**config.mk**
```make
export PLATFORM = sky130hd
export DESIGN_NAME = tow_match_ctrl
export DESIGN_NICKNAME = d
export VERILOG_FILES = /design/src/rtl/tow_pkg.sv /design/src/rtl/tow_tick_timer.sv /design/src/rtl/tow_match_ctrl.sv
export SDC_FILE = /design/constraint.sdc
export NUM_CORES = 1
export LEC_CHECK = 0
export CORE_AREA = 8 8 80 82
export CTS_CLUSTER_SIZE = 16
export DETAILED_ROUTE_END_ITERATION = 6
export DIE_AREA = 0 0 88 90
export PLACE_DENSITY = 0.84
export SYNTH_ARGS = -nofsm -noshare
export SYNTH_HDL_FRONTEND = slang
export SYNTH_SLANG_ARGS = --single-unit
```
**constraint.sdc**
```tcl
create_clock -name clk -period 2.45 [get_ports clk]
set_clock_uncertainty 0.2 [all_clocks]
set_input_delay 0.245 -clock clk [delete_from_list [all_inputs] [get_ports clk]]
set_output_delay 0.245 -clock clk [all_outputs]
set_load 0.05 [all_outputs]
```
**src/rtl/tow_pkg.sv**
```systemverilog
// Shared types for the tug-of-war match controller: round state encoding and player codes.
package tow_pkg;

   typedef enum logic [2:0] {
      IDLE      = 3'd0,
      COUNTDOWN = 3'd1,
      PLAY      = 3'd2,
      ROUND_END = 3'd3,
      MATCH_END = 3'd4
   } tow_state_e;

   localparam logic [1:0] TOW_NONE = 2'd0;
   localparam logic [1:0] TOW_P1   = 2'd1;
   localparam logic [1:0] TOW_P2   = 2'd2;

endpackage

```
**src/rtl/tow_tick_timer.sv**
```systemverilog
// Free-running step timer: expire pulses for one cycle when the count reaches COUNT_CYCLES-1.
module tow_tick_timer #(
   parameter int COUNT_CYCLES = 25_000_000
) (
   input  logic clk,
   input  logic reset_n,
   input  logic clear,
   output logic expire
);

   localparam int CW = (COUNT_CYCLES > 1) ? $clog2(COUNT_CYCLES) : 1;
   localparam logic [CW-1:0] LAST = CW'(COUNT_CYCLES - 1);

   logic [CW-1:0] count;

   // expire looks only at the register so the controller can derive clear from it without a loop
   assign expire = (count == LAST);

   always_ff @(posedge clk or negedge reset_n) begin
      if (!reset_n)
         count <= '0;
      else if (clear || expire)
         count <= '0;
      else
         count <= count + CW'(1);
   end

endmodule

```
**src/rtl/tow_match_ctrl.sv**
```systemverilog
// Tug-of-war match controller: round sequencing, rope position and scoring.
// Define TOW_FALSE_START_EN to penalise presses made during the countdown.
module tow_match_ctrl
   import tow_pkg::*;
#(
   parameter int FIELD_HALF    = 4,
   parameter int ROUNDS_TO_WIN = 3,
   parameter int COUNT_CYCLES  = 25_000_000,
   localparam int PW = $clog2(FIELD_HALF + 1) + 1,
   localparam int SW = $clog2(ROUNDS_TO_WIN + 1),
   localparam int LW = 2 * FIELD_HALF + 1
) (
   input  logic                 clk,
   input  logic                 reset_n,
   input  logic                 start,
   input  logic                 press1,
   input  logic                 press2,
   output logic signed [PW-1:0] pos,
   output logic [LW-1:0]        rope_leds,
   output logic [1:0]           countdown,
   output tow_state_e           state,
   output logic [SW-1:0]        score1,
   output logic [SW-1:0]        score2,
   output logic [1:0]           round_winner,
   output logic [1:0]           match_winner
);

   localparam logic signed [PW-1:0] POS_HI = PW'(FIELD_HALF);
   localparam logic signed [PW-1:0] POS_LO = PW'(-FIELD_HALF);
   localparam logic signed [PW-1:0] ONE    = PW'(1);
   localparam logic [SW-1:0]        SCORE_MAX = SW'(ROUNDS_TO_WIN);
`ifdef TOW_FALSE_START_EN
   localparam logic signed [PW-1:0] FS_HI = PW'(FIELD_HALF - 1);
   localparam logic signed [PW-1:0] FS_LO = PW'(1 - FIELD_HALF);
`endif

   tow_state_e             state_n;
   logic signed [PW-1:0]   pos_n;
   logic signed [PW-1:0]   pos_mv;
   logic [LW-1:0]          leds_n;
   logic [1:0]             countdown_n;
   logic [SW-1:0]          score1_n;
   logic [SW-1:0]          score2_n;
   logic [1:0]             round_winner_n;
   logic [1:0]             match_winner_n;
   logic                   clear;
   logic                   expire;

   // Timer restarts on every state entry and idles at 0 where no timing is needed
   assign clear = (state_n != state) || (state == IDLE) || (state == PLAY) || (state == MATCH_END);

   tow_tick_timer #(.COUNT_CYCLES(COUNT_CYCLES)) u_timer (
      .clk     (clk),
      .reset_n (reset_n),
      .clear   (clear),
      .expire  (expire)
   );

   always_comb begin
      state_n        = state;
      pos_n          = pos;
      pos_mv         = pos;
      countdown_n    = countdown;
      score1_n       = score1;
      score2_n       = score2;
      round_winner_n = round_winner;
      match_winner_n = match_winner;
      case (state)
         IDLE: begin
            if (start) begin
               state_n     = COUNTDOWN;
               countdown_n = 2'd3;
            end
         end
         COUNTDOWN: begin
`ifdef TOW_FALSE_START_EN
            // Penalty pushes against the offender but never reaches a win line
            if (press1 && !press2 && (pos > FS_LO))
               pos_n = pos - ONE;
            else if (press2 && !press1 && (pos < FS_HI))
               pos_n = pos + ONE;
`endif
            if (expire) begin
               if (countdown == 2'd1) begin
                  state_n     = PLAY;
                  countdown_n = 2'd0;
               end else begin
                  countdown_n = countdown - 2'd1;
               end
            end
         end
         PLAY: begin
            if (press1 && !press2)
               pos_mv = pos + ONE;
            else if (press2 && !press1)
               pos_mv = pos - ONE;
            pos_n = pos_mv;
            if (pos_mv == POS_HI) begin
               state_n        = ROUND_END;
               round_winner_n = TOW_P1;
               score1_n       = (score1 == SCORE_MAX) ? score1 : score1 + SW'(1);
            end else if (pos_mv == POS_LO) begin
               state_n        = ROUND_END;
               round_winner_n = TOW_P2;
               score2_n       = (score2 == SCORE_MAX) ? score2 : score2 + SW'(1);
            end
         end
         ROUND_END: begin
            if (expire) begin
               if (((round_winner == TOW_P1) && (score1 == SCORE_MAX)) ||
                   ((round_winner == TOW_P2) && (score2 == SCORE_MAX))) begin
                  state_n        = MATCH_END;
                  match_winner_n = round_winner;
               end else begin
                  state_n     = COUNTDOWN;
                  pos_n       = '0;
                  countdown_n = 2'd3;
               end
            end
         end
         MATCH_END: begin
            if (start) begin
               state_n        = COUNTDOWN;
               countdown_n    = 2'd3;
               pos_n          = '0;
               score1_n       = '0;
               score2_n       = '0;
               round_winner_n = TOW_NONE;
               match_winner_n = TOW_NONE;
            end
         end
         default: state_n = IDLE;
      endcase
   end

   always_comb begin
      leds_n = '0;
      for (int i = 0; i < LW; i++)
         if (pos_n == PW'(i - FIELD_HALF))
            leds_n[i] = 1'b1;
   end

   always_ff @(posedge clk or negedge reset_n) begin
      if (!reset_n) begin
         state        <= IDLE;
         pos          <= '0;
         rope_leds    <= LW'(1) << FIELD_HALF;
         countdown    <= 2'd0;
         score1       <= '0;
         score2       <= '0;
         round_winner <= TOW_NONE;
         match_winner <= TOW_NONE;
      end else begin
         state        <= state_n;
         pos          <= pos_n;
         rope_leds    <= leds_n;
         countdown    <= countdown_n;
         score1       <= score1_n;
         score2       <= score2_n;
         round_winner <= round_winner_n;
         match_winner <= match_winner_n;
      end
   end

endmodule

```
==> results of run 1 <==
-- where the power goes --
group          leakage (nW)  internal [mW]  switching (mW)
clock network        0.0524          0.306           0.261
logic                 0.771          0.149           0.222
registers             0.675          0.902          0.0537
-- per-layer routing --
layer	part of all wire (%)	track usage, %	wire (um)
met2	52	25.2	2780
met1	45	17.5	2450
met5	0	0	0
met4	0.83	3.44	45
met3	2.3	2.91	124
-- kinds of logic (layout without fill, tap and decap cells) --
logic type	count (synthesis)	in the layout	synth area share, %
muxes	6	6	2.53
and+or+nand+nor	134	134	25.9
xor gates and xnor gates	25	25	8.47
buffers and inverters	19	67	2.85
AOI/OAI and AO/OA	35	35	9.64
DFF	51	51	47.8
adders and majority gates	6	6	2.81
-- cells in the mapped netlist (2+ instances only) --
master,instances,area share (%)
a21oi_1,5,0.94
a22o_1,2,0.66
and2_1,2,0.47
and3_1,7,1.6
and3b_1,2,0.66
and4_1,2,0.66
and4b_1,2,0.75
buf_2,4,0.75
clkbuf_1,4,0.56
dfrtp_1,50,47
ha_1,6,2.8
inv_1,9,1.3
inv_2,2,0.28
mux2_2,2,0.84
mux2i_1,3,1.1
nand2_1,30,4.2
nand2b_1,3,0.70
nand3_1,14,2.6
nand3b_1,2,0.56
nor2_1,38,5.3
nor2b_1,5,1.2
nor3_1,16,3.0
nor4b_2,2,1.1
o211ai_1,3,0.84
o21ai_0,7,1.3
o21ai_1,4,0.75
o21bai_1,2,0.56
xnor2_1,11,3.6
xor2_1,13,4.3
-- cell usage in the layout (no fill, tap or decap), drive strengths merged, types with 5 or more instances in the layout --
cell type       n
inv            11
nand2          30
o21ai          12
nor3           17
clkdlybuf4s50  29
dfrtp          50
clkbuf          7
buf            18
ha              6
nand3          14
nor2b           5
and3            7
xor2           14
xnor2          11
a21oi           5
nor2           38
-- worst register-to-register path, stage by stage (launching register included) --
cell and delay (ns):
dfrtp_1 0.43, nor4b_2 0.29, nand4_2 0.19, or4_1 0.55, a21oi_1 0.14, a21oi_1 0.10, mux2_4 0.32
-- flip-flops by register name, indices dropped and copies added, names as in the netlist --
signal / cells
u_timer.count: 25
rope_leds: 9
pos: 4
state: 3
countdown: 2
match_winner: 2
round_winner: 2
score1: 2
score2: 2
-- stage by stage --
step           cell area, sq um  util [%]
4_1_cts                    3270      62.5
6_report                   3280      62.7
2_1_floorplan              2680         -
3_3_place_gp               3150      60.2
3_5_place_dp               3150      60.2
5_1_grt                    3280      62.7
-- path summary, 6_finish.rpt --
kind                                    endpoint  cells past startpoint  slack (ns)
worst min register to register  u_timer.count[0]                      1        0.31
worst max-delay path                countdown[0]                      6        0.13
max in group asynchronous           countdown[1]                      3        1.20
worst max register to register      countdown[0]                      6        0.13
min in group clk                u_timer.count[0]                      1        0.31
worst min-delay path            u_timer.count[1]                      2        0.25
-- cell type report --
| class | count | area [sq um] | area share (%) |
|---|---|---|---|
| well taps | 72 | 90.1 | 2.74 |
| multi-input cells | 206 | 1330 | 40.6 |
| repair buffers | 48 | 433 | 13.2 |
| flip-flops and latches | 51 | 1280 | 39.0 |
| clock inverters | 1 | 30.0 | 0.915 |
| inverters | 11 | 41.3 | 1.26 |
| clock buffers | 7 | 76.3 | 2.33 |
-- timing repair --
action / in CTS / in global routing
resized for setup: 0 / 2
endpoints found under the hold margin: 21 / 0
setup endpoints to repair: 0 / 3
hold buffers: 1 / 0
==> metrics.txt, run 1 <==
Max-slew headroom=65.2%; WL/cell=13.6 um; H-Tree Depth=2; Starting Density=51.1%; Total Power=1.89 mW; DRC viols=0; start of the worst register-to-register path=u_timer.count[23]; Max-Cap Viols=0; filler cell count=436; quantity of I/O buffers inserted on ports=30; core area=5240 sq um; total CTS buffers=5; Hold WS=0.253 ns; area grow syn2layout=22.7%; Reg clk slew, reported paths=0.09 ns; Tightest Pin Transition=0.522 ns; crit end category=flop; outcome=completed; Die Wd=88 um; clock tree buffer depth=2; Die Area=7920 sq um; vias in the first global route=2085; DR pass1 iterations=4; Post-synth EDFFs=0; Final Setup Violations=0; P_leak=1.50 nW; Slowest cell on crit path=or4_1; syn nets=287; syn_area_per_cell=9.69 sq um; WP buf/inv=0; register area share after synthesis=47.8%; Die Height=90 um; Site Rows=27; PwrDens=577 nW/um^2; final wirelength=5.40 mm; CP top delay family=simple AND/OR/NAND/NOR gates; initial antenna violation count=0; final worst slack=0.134 ns; Worst Setup Start Kind=flop; minimum clock period after layout=2.32 ns; fin cells=396; Yosys reg bits=51; antenna-violating nets left=0; Net count, final=334; Syn Inst Count=276; global placement routability congestion=0.802; Total Neg Setup Slack=0 ns; Congestion Overflow GR=0; global-route wire length before repair=9.40 mm; n_diodes=0; Post-Syn Area=2670 sq um; Worst EP arrival=2.31 ns; initial drt markers=66; Sink Count=51; dpl cells=387; GRT Overall Usage=14.5%; vias per cell=5.21; Critical Path Source=u_timer.count[23]; # IOs=31; Peak VDD IR=0.334 mV; DP HPWL=4.14 mm; Final Hold Viols=0; CP most frequent cell=a21oi_1; Critical Path Max Stage Delay=0.55 ns; Primary FF master, synth=dfrtp_1; Tcrit/Tclk final=94.5%; Worst Path Required=2.44 ns; critical path peak fanout=3; Slew Limit Fails=0; CP Class=reg2reg; Synth warnings=0; Yosys cell types=53; hold crit path type=in2async; Clk Tree Root Cell=clkbuf_8; postcts setup bufs=0; Post-synth ARST share=100%; layout cells sized above 1=13.6%; worst-path cell chain=nor4b_2, nand4_2, or4_1, a21oi_1, a21oi_1, mux2_4; largest net degree at the start of global routing=26; Clock Latency Late Sink=0.30 ns; Vias=2062; CTS tree=done; fmax=432 MHz; RSZ-0062 raised after global routing=false; pre-CTS setup slack=-0.0142 ns
Note: power is estimated with default switching activity, not from simulation.
==> run 2: changes to the inputs <==
--- a/config.mk
+++ b/config.mk
@@ -6,9 +6,9 @@
 export NUM_CORES = 1
 export LEC_CHECK = 0
-export CORE_AREA = 8 8 80 82
-export CTS_CLUSTER_SIZE = 16
+export CORE_AREA = 8 8 104 106
+export CTS_CLUSTER_SIZE = 28
 export DETAILED_ROUTE_END_ITERATION = 6
-export DIE_AREA = 0 0 88 90
-export PLACE_DENSITY = 0.84
+export DIE_AREA = 0 0 112 114
+export PLACE_DENSITY = 0.56
 export SYNTH_ARGS = -nofsm -noshare
 export SYNTH_HDL_FRONTEND = slang
--- a/constraint.sdc
+++ b/constraint.sdc
@@ -3,3 +3,3 @@
 set_input_delay 0.245 -clock clk [delete_from_list [all_inputs] [get_ports clk]]
 set_output_delay 0.245 -clock clk [all_outputs]
-set_load 0.05 [all_outputs]
+set_load 0.02 [all_outputs]
==> metrics.txt, run 2 (same netlist as run 1, synthesis figures left out) <==
global-route wire length before repair=9.91 mm; Slowest cell on crit path=dfrtp_1; critical path peak fanout=5; WP buf/inv=1; Max-Cap Viols=0; Critical Path Max Stage Delay=0.42 ns; vias per cell=4.72; Final Hold Viols=0; Site Rows=35; hold crit path type=in2async; layout cells sized above 1=14.2%; area grow syn2layout=25.5%; WL/cell=13.0 um; Clock Latency Late Sink=0.30 ns; DP HPWL=4.31 mm; most frequent cells in the layout=dfrtp_1 (50), nor2_1 (38), nand2_1 (30); Tightest Pin Transition=0.387 ns; initial antenna violation count=0; CTS tree=done; Register Area=1280 sq um; Peak VDD IR=0.213 mV; CP Class=reg2reg; max FFs per register=25; GRT Overall Usage=9.47%; initial drt markers=90; core area=9110 sq um; crit end category=flop; multi-input logic area=1320 sq um; PwrDens=523 nW/um^2; hold buffers post-CTS=1; largest net degree at the start of global routing=26; CTS resizes=0; Clk Tree Root Cell=clkbuf_8; DRC viols=0; Starting Density=29.4%; Worst Setup Start Kind=flop; final worst slack=0.178 ns; Worst EP arrival=2.26 ns; DR pass1 iterations=4; fmax=440 MHz; worst-path cell chain=buf_4, nor3_1, a22o_1, xor2_2, nand2_1, o311a_1, a211o_1; Die Wd=112 um; Slew Limit Fails=0; most flop-heavy register=u_timer.count; Reg clk slew, reported paths=0.09 ns; antenna-violating nets left=0; Vias=2086; clock tree buffer depth=2; n_diodes=0; Die Height=114 um; Sink Count=51; outcome=completed; total CTS buffers=5; vias in the first global route=2135; Die Area=12800 sq um; global placement routability congestion=0.814; Final Setup Violations=0; pre-CTS setup slack=-0.0526 ns; minimum clock period after layout=2.27 ns; design area=3360 sq um; postcts setup bufs=0; P_leak=1.53 nW; # IOs=31; most common cell after layout, fill and taps aside=dfrtp_1; filler cell count=950; quantity of I/O buffers inserted on ports=30; RSZ-0062 raised after global routing=false; Tcrit/Tclk final=92.7%; Congestion Overflow GR=0; Net count, final=341; Top Registers=u_timer.count (25), rope_leds (9), pos (4); final wirelength=5.76 mm; CP top delay family=compound AO/OA/AOI/OAI gates; Worst Path Required=2.44 ns; Max-slew headroom=74.2%; H-Tree Depth=2; area of placed instances=3270 sq um
## run 2: changes by cell type in the layout (fill, tap and decap cells not counted), sizes merged
cell | previous run | this run
buf | 18 | 25
bufinv | 1 | 0
clkinv | 0 | 1
## run 2: final timing paths
| kind | from | end | slack [ns] | cells past startpoint |
|---|---|---|---|---|
| worst min register to register | score2[0] | score2[0] | 0.32 | 1 |
| worst max register to register | pos[0] | score2[1] | 0.18 | 7 |
| worst max-delay path | pos[0] | score2[1] | 0.18 | 7 |
| max in group asynchronous | reset_n | rope_leds[4] | 1.21 | 3 |
| min in group clk | score2[0] | score2[0] | 0.32 | 1 |
| worst min-delay path | reset_n | u_timer.count[19] | 0.18 | 2 |
## run 2: cell type report
class,count,area share [%]
multi-input combinational,206,39.3
sequential,51,38.1
timing repair buffer,55,14.8
tap,111,4.14
clock buffer,7,2.27
inverter,11,1.23
clock inverter,1,0.149
## run 2: metal layers
metal	GRT usage (%)	wire length, um	vias up
met5	0	0	-
met4	2.43	51	0
met3	3.01	266	5
met2	16.6	2750	33
met1	11.0	2690	996
li1	-	-	1052
## run 2: power by group
part / internal (mW) / switching [mW] / leakage [nW]
Clock: 0.201 / 0.269 / 0.0422
Sequential: 0.902 / 0.0519 / 0.677
Combinational: 0.162 / 0.169 / 0.809
## run 2: worst register-to-register path, stage by stage, from the launching register on
cell     delay, ns
dfrtp_1       0.42
buf_4         0.17
nor3_1        0.21
a22o_1        0.25
xor2_2        0.24
nand2_1       0.12
o311a_1       0.30
a211o_1       0.27
## run 2: metrics by stage
| stage | util [%] | TNS, ns | hold slack, ns | power (mW) | instances |
|---|---|---|---|---|---|
| 4_1_cts | 36.9 | 0 | 0.198 | 1.78 | 442 |
| 3_3_place_gp | 35.9 | 0 | -0.0159 | 1.29 | 433 |
| 6_report | 36.9 | 0 | 0.183 | 1.76 | 442 |
| 2_1_floorplan | - | 0 | -0.251 | 1.17 | 276 |
| 5_1_grt | 36.9 | 0 | 0.224 | 1.85 | 442 |
| 3_5_place_dp | 35.9 | -0.0526 | -0.0146 | 1.30 | 433 |
